`config.mk`:
```
export PLATFORM = sky130hd
export DESIGN_NAME = turbo_serializer
export DESIGN_NICKNAME = d
export VERILOG_FILES = /design/src/rtl/turbo_pkg.sv /design/src/rtl/turbo_serializer_pair_buf.sv /design/src/rtl/turbo_serializer.sv
export SDC_FILE = /design/constraint.sdc
export NUM_CORES = 1
export LEC_CHECK = 0
export ABC_AREA = 1
export CAP_MARGIN = 0
export CORE_ASPECT_RATIO = 1.75
export CORE_UTILIZATION = 30
export CTS_CLUSTER_SIZE = 12
export DETAILED_ROUTE_END_ITERATION = 7
export PLACE_DENSITY = 0.41
export SLEW_MARGIN = 20
export SYNTH_ARGS = -nofsm -noshare
export SYNTH_HDL_FRONTEND = slang
export SYNTH_SLANG_ARGS = --single-unit
```
`constraint.sdc`:
```
create_clock -name clk -period 3.1 [get_ports clk]
set_input_delay 0.93 -clock clk [delete_from_list [all_inputs] [get_ports clk]]
set_output_delay 0.93 -clock clk [all_outputs]
set_load 0.02 [all_outputs]
```
`src/rtl/turbo_pkg.sv`:
```
// Shared widths, FSM states and serial bit ordering for the turbo encoder output stage.
package turbo_pkg;

   localparam int DEF_NIB_W = 4;
   localparam int DEF_DEPTH = 16;

   typedef enum logic [1:0] {
      REARM = 2'd0,
      IDLE  = 2'd1,
      FILL  = 2'd2,
      DRAIN = 2'd3
   } ser_state_e;

   // Entry is {sys[3:0], par[3:0]}; element k is the entry bit sent as serial bit k.
   localparam logic [2:0] ILV_ORDER [8] = '{3'd7, 3'd3, 3'd6, 3'd2, 3'd5, 3'd1, 3'd4, 3'd0};

endpackage

```
`src/rtl/turbo_serializer_pair_buf.sv`:
```
// DEPTH x W pair register file: synchronous write, asynchronous read.
// No reset on contents; the serializer never reads an entry it has not written in the current frame.
module pair_buf #(
   parameter int W     = 8,
   parameter int DEPTH = 16
) (
   input  logic                     clk,
   input  logic                     wr_en,
   input  logic [$clog2(DEPTH)-1:0] wr_addr,
   input  logic [W-1:0]             wr_dat,
   input  logic [$clog2(DEPTH)-1:0] rd_addr,
   output logic [W-1:0]             rd_dat
);

   logic [W-1:0] mem [DEPTH];

   always_ff @(posedge clk) begin
      if (wr_en) begin
         mem[wr_addr] <= wr_dat;
      end
   end

   assign rd_dat = mem[rd_addr];

endmodule

```
`src/rtl/turbo_serializer.sv`:
```
// Buffers one frame of {sys, par} nibble pairs and emits them as an interleaved rate-1/2 bitstream.
// First bit valid one cycle after the first capture; ser_ready low stalls the stream with outputs held.
module turbo_serializer
   import turbo_pkg::*;
#(
   parameter int NIB_W = DEF_NIB_W,
   parameter int DEPTH = DEF_DEPTH
) (
   input  logic             clk,
   input  logic             rst_n,
   input  logic             delete_start,
   input  logic             delete_over,
   input  logic [NIB_W-1:0] sys_in,
   input  logic [NIB_W-1:0] par_in,
   output logic             ser_bit,
   output logic             ser_valid,
   input  logic             ser_ready,
   output logic             ser_sof,
   output logic             ser_eof,
   output logic             busy,
   output logic             short_frame
);

   localparam int AW = $clog2(DEPTH);
   localparam int CW = $clog2(DEPTH + 1);
   localparam int EW = 2 * NIB_W;
   localparam logic [CW-1:0] FULL = CW'(DEPTH);

   ser_state_e    state, state_nxt;
   logic [CW-1:0] wr_cnt, wr_cnt_nxt;
   logic [CW-1:0] rd_entry, rd_entry_nxt;
   logic [2:0]    bit_idx, bit_idx_nxt;
   logic          short_nxt;
   logic          wr_en;
   logic          cap_ok;
   logic          fire;
   logic [EW-1:0] rd_dat;

   pair_buf #(
      .W     (EW),
      .DEPTH (DEPTH)
   ) u_pair_buf (
      .clk     (clk),
      .wr_en   (wr_en),
      .wr_addr (wr_cnt[AW-1:0]),
      .wr_dat  ({sys_in, par_in}),
      .rd_addr (rd_entry[AW-1:0]),
      .rd_dat  (rd_dat)
   );

   always_comb begin
      busy      = (state == FILL) || (state == DRAIN);
      ser_valid = busy && (rd_entry < wr_cnt);
      ser_bit   = ser_valid && rd_dat[ILV_ORDER[bit_idx]];
      ser_sof   = ser_valid && (rd_entry == '0) && (bit_idx == 3'd0);
      // eof only once the frame is closed, so a still-filling frame never ends early
      ser_eof   = ser_valid && (state == DRAIN) && (rd_entry == wr_cnt - 1'b1) && (bit_idx == 3'd7);
      fire      = ser_valid && ser_ready;
      cap_ok    = delete_start && !delete_over;
   end

   always_comb begin
      state_nxt    = state;
      wr_cnt_nxt   = wr_cnt;
      rd_entry_nxt = rd_entry;
      bit_idx_nxt  = bit_idx;
      short_nxt    = short_frame;
      wr_en        = 1'b0;

      if (fire) begin
         bit_idx_nxt = bit_idx + 3'd1;
         if (bit_idx == 3'd7) begin
            rd_entry_nxt = rd_entry + 1'b1;
         end
      end

      case (state)
         REARM: begin
            wr_cnt_nxt   = '0;
            rd_entry_nxt = '0;
            bit_idx_nxt  = '0;
            if (!delete_start) begin
               state_nxt = IDLE;
            end
         end
         IDLE: begin
            wr_cnt_nxt   = '0;
            rd_entry_nxt = '0;
            bit_idx_nxt  = '0;
            if (cap_ok) begin
               wr_en      = 1'b1;
               wr_cnt_nxt = {{(CW-1){1'b0}}, 1'b1};
               short_nxt  = 1'b0;
               state_nxt  = FILL;
            end
         end
         FILL: begin
            if (cap_ok && (wr_cnt < FULL)) begin
               wr_en      = 1'b1;
               wr_cnt_nxt = wr_cnt + 1'b1;
            end
            if ((wr_cnt_nxt == FULL) || !cap_ok) begin
               state_nxt = DRAIN;
               short_nxt = (wr_cnt_nxt != FULL);
            end
         end
         DRAIN: begin
            if (fire && ser_eof) begin
               state_nxt    = REARM;
               wr_cnt_nxt   = '0;
               rd_entry_nxt = '0;
               bit_idx_nxt  = '0;
            end
         end
         default: state_nxt = REARM;
      endcase
   end

   always_ff @(posedge clk) begin
      if (!rst_n) begin
         state       <= REARM;
         wr_cnt      <= '0;
         rd_entry    <= '0;
         bit_idx     <= '0;
         short_frame <= 1'b0;
      end else begin
         state       <= state_nxt;
         wr_cnt      <= wr_cnt_nxt;
         rd_entry    <= rd_entry_nxt;
         bit_idx     <= bit_idx_nxt;
         short_frame <= short_nxt;
      end
   end

endmodule
```
==> metrics.txt <==
DR WL/cell 18.6 µm; r2r startpoint state[0]; unrepaired setup endpoints after global routing yes; Overflow after GRT 0; cell at the root of the clock tree clkbuf_16; dpl hpwl 13200 µm; antenna cells 0; Hold Buf Count CTS 0; Initial DRC Count 307; Final Worst Setup Slack 0.0250 ns; power density cells 602 nW/µm²; maximum clock insertion buffer count 2; Synth Area per Inst 10.1 µm²; most common cell after layout, fill and taps aside nand2_1; max-slew violations 0; Port Buffers 18; kind of cell adding the most delay to the critical path simple AND/OR/NAND/NOR gates; htree depth 4; Die H 198 µm; GPL Wtd Cong 0.853; hold depth 2; critical path peak fanout 12; first-pass GRT wire length 28600 µm; post-synth net total 686; fin area 8140 µm²; arrival time worst endpoint 2.15 ns; Seq cells post-synth 144; WHS 0.466 ns; full die area 22700 µm²; Yosys warning count 0; ANT nets after route 0; Clock Latency Late Sink 0.43 ns; # DRC 0; clock slew at reported path FFs 0.06 ns; hold_sp short_frame; Slowest cell on crit path dfxtp_4; Final #Nets 746; Least-Margin Pin Slew 0.750 ns; Critical Path RT 2.17 ns; CTS tree yes; Max-cap violations 0; final period utilization 99.2%; # setup viols final 0; Tot Pwr 4900 µW; CP peak stage delay 0.40 ns; CP Cell Sequence inv_8 > buf_8 > nand2_1 > nand3_1 > nand3_1 > nand3_1 > nand2_1 > nand2_1 > nand3_1 > nand3_1 > nand2_1 > nor2_1 > buf_4; Die Wd 114 µm; row cnt 71; register area share after synthesis 63.0%; startpoint types flop; DR vias 4806; Pre-Repair DR Iteration Count 4; Distinct cells, synth 30; reg2reg end u_pair_buf.mem[13][2]; Post-Synth Adder-Cell Area 3.60%; crit path kind flop to output port; status complete, no violations; Ports 19; most used cell, CP nand3_1; Lkg Pwr 0.00310 µW; Syn Std Cell Area 6610 µm²; endpoint class of the critical path output port; highest clock rate 325 MHz; TritonCTS Buffers 17; largest family of logic cells by synthesized area simple AND/OR/NAND/NOR gates; initial core utilization 30.6%; Synth Area in Simple Gates 26.5%; multiplexer share of the synthesized area 0%; Hold EP short_frame; core area 21600 µm²; Crit path buffers/inverters 3; clock sink count 144; Compound-Gate Fraction of Synth Area 2.08%; Slew HR 49.8%; Total GRT Usage 17.7%; most frequent cells in the layout nand2_1, nand3_1, edfxtp_1; crit path time final 3.08 ns; Synth Area in XOR/XNOR 0.397%; worst vdd ir 353 µV; Worst Hold Class flop to flop; Fillers 2146; vias per cell 4.72; initial antenna violation count 0; vias in the first global route 4971; Fin. Hold Viols 0; R2R depth 9; Placement Setup Slack -0.234 ns; Area Overhead vs Synth 23.0%; layout cell share with drive strength beyond 1 15.1%; Routed Wire Length 19000 µm; Max Clock Skew 0.00884 ns; largest net degree at the start of global routing 41; Util after Layout 37.7%; Syn Inst Count 654; Reg2Reg Setup Slack 0.62 ns; DP Area 7430 µm²
[sequential cells by signal (all words and copies together), names as in the netlist]
| name | count |
|---|---|
| rd_entry | 5 |
| bit_idx | 3 |
| u_pair_buf.mem | 128 |
| wr_cnt | 5 |
| state | 2 |
| short_frame | 1 |
[cell usage after synthesis]
| master | instances | area, µm² |
|---|---|---|
| a211oi_2 | 3 | 37.5 |
| a21oi_1 | 14 | 70.1 |
| buf_1 | 3 | 11.3 |
| buf_2 | 15 | 75.1 |
| buf_4 | 4 | 30.0 |
| buf_6 | 2 | 22.5 |
| clkbuf_1 | 4 | 15.0 |
| clkinv_1 | 1 | 3.75 |
| dfxtp_1 | 16 | 320 |
| edfxtp_1 | 128 | 3840 |
| ha_1 | 19 | 238 |
| inv_1 | 30 | 113 |
| inv_2 | 4 | 15.0 |
| inv_4 | 1 | 6.26 |
| nand2_1 | 209 | 785 |
| nand2_2 | 5 | 31.3 |
| nand3_1 | 129 | 646 |
| nand3_2 | 2 | 20.0 |
| nand4_1 | 5 | 31.3 |
| nand4_4 | 1 | 21.3 |
| nor2_1 | 37 | 139 |
| nor2_2 | 4 | 25.0 |
| nor2_4 | 1 | 11.3 |
| nor3_1 | 5 | 25.0 |
| o21ai_0 | 1 | 5.00 |
| o21ai_1 | 5 | 25.0 |
| or2_1 | 1 | 6.26 |
| or2_2 | 1 | 6.26 |
| or2_4 | 1 | 8.76 |
| xor2_1 | 3 | 26.3 |
[final cells by class]
cell class	count	area (µm²)	share of cell area [%]
clock buffer	20	447	5.49
clock inverter	12	159	1.95
inverter	36	145	1.78
multi-input combinational	446	2170	26.6
sequential	144	4170	51.2
tap	292	365	4.49
timing repair buffer	69	686	8.43
[power breakdown]
part	leakage [µW]	internal (µW)	switching, µW
clock network	0.000279	1290	810
registers	0.00128	2150	21.9
logic	0.00154	221	402
[worst max-delay path by stage]
stage | endpoint | cells past startpoint | slack, ns | startpoint
2_1_floorplan | ser_eof | 9 | 0.38 | rd_entry[0]
3_3_place_gp | u_pair_buf.mem[13][3] | 8 | -0.28 | delete_start
3_5_place_dp | u_pair_buf.mem[13][3] | 8 | -0.23 | delete_start
4_1_cts | ser_bit | 13 | -0.03 | rd_entry[0]
5_1_grt | ser_bit | 13 | -0.13 | rd_entry[0]
6_report | ser_bit | 13 | 0.02 | rd_entry[0]
[timing repair]
item | CTS | global route
endpoints found under the hold margin | 0 | 0
resized for setup | 14 | 13
gates cloned | 0 | 3
setup buffers | 0 | 0
setup endpoints to repair | 4 | 3
[metal layers]
| metal | vias up | GRT usage [%] | part of all wire [%] |
|---|---|---|---|
| li1 | 2357 | - | - |
| met1 | 2323 | 18.9 | 38 |
| met2 | 99 | 33.1 | 56 |
| met3 | 27 | 2.96 | 2.9 |
| met4 | 0 | 8.85 | 3.2 |
| met5 | - | 0 | 0 |
[worst register-to-register path, cell delays in order, from the launching register on]
cell,delay [ns]
dfxtp_1,0.37
inv_1,0.10
ha_1,0.31
inv_1,0.07
nor3_1,0.31
a21oi_1,0.13
inv_1,0.14
nand2_1,0.14
nor2_1,0.40
buf_4,0.23
[metrics by stage]
stage,TNS (ns),instances
CTS,-0.0265,1016
global route,-0.134,1019
global placement,-3.52,984
floorplan,0,654
detailed placement,-2.80,984
finish,0,1019
[logic make-up after synthesis]
group,after synthesis
AO/OA/AOI/OAI,23
adder cells (fa/ha/maj),19
AND/OR/NAND/NOR,401
flip-flops,144
XOR/XNOR,3
buffers and inverters,64
Note: power is estimated with default switching activity, not from simulation.
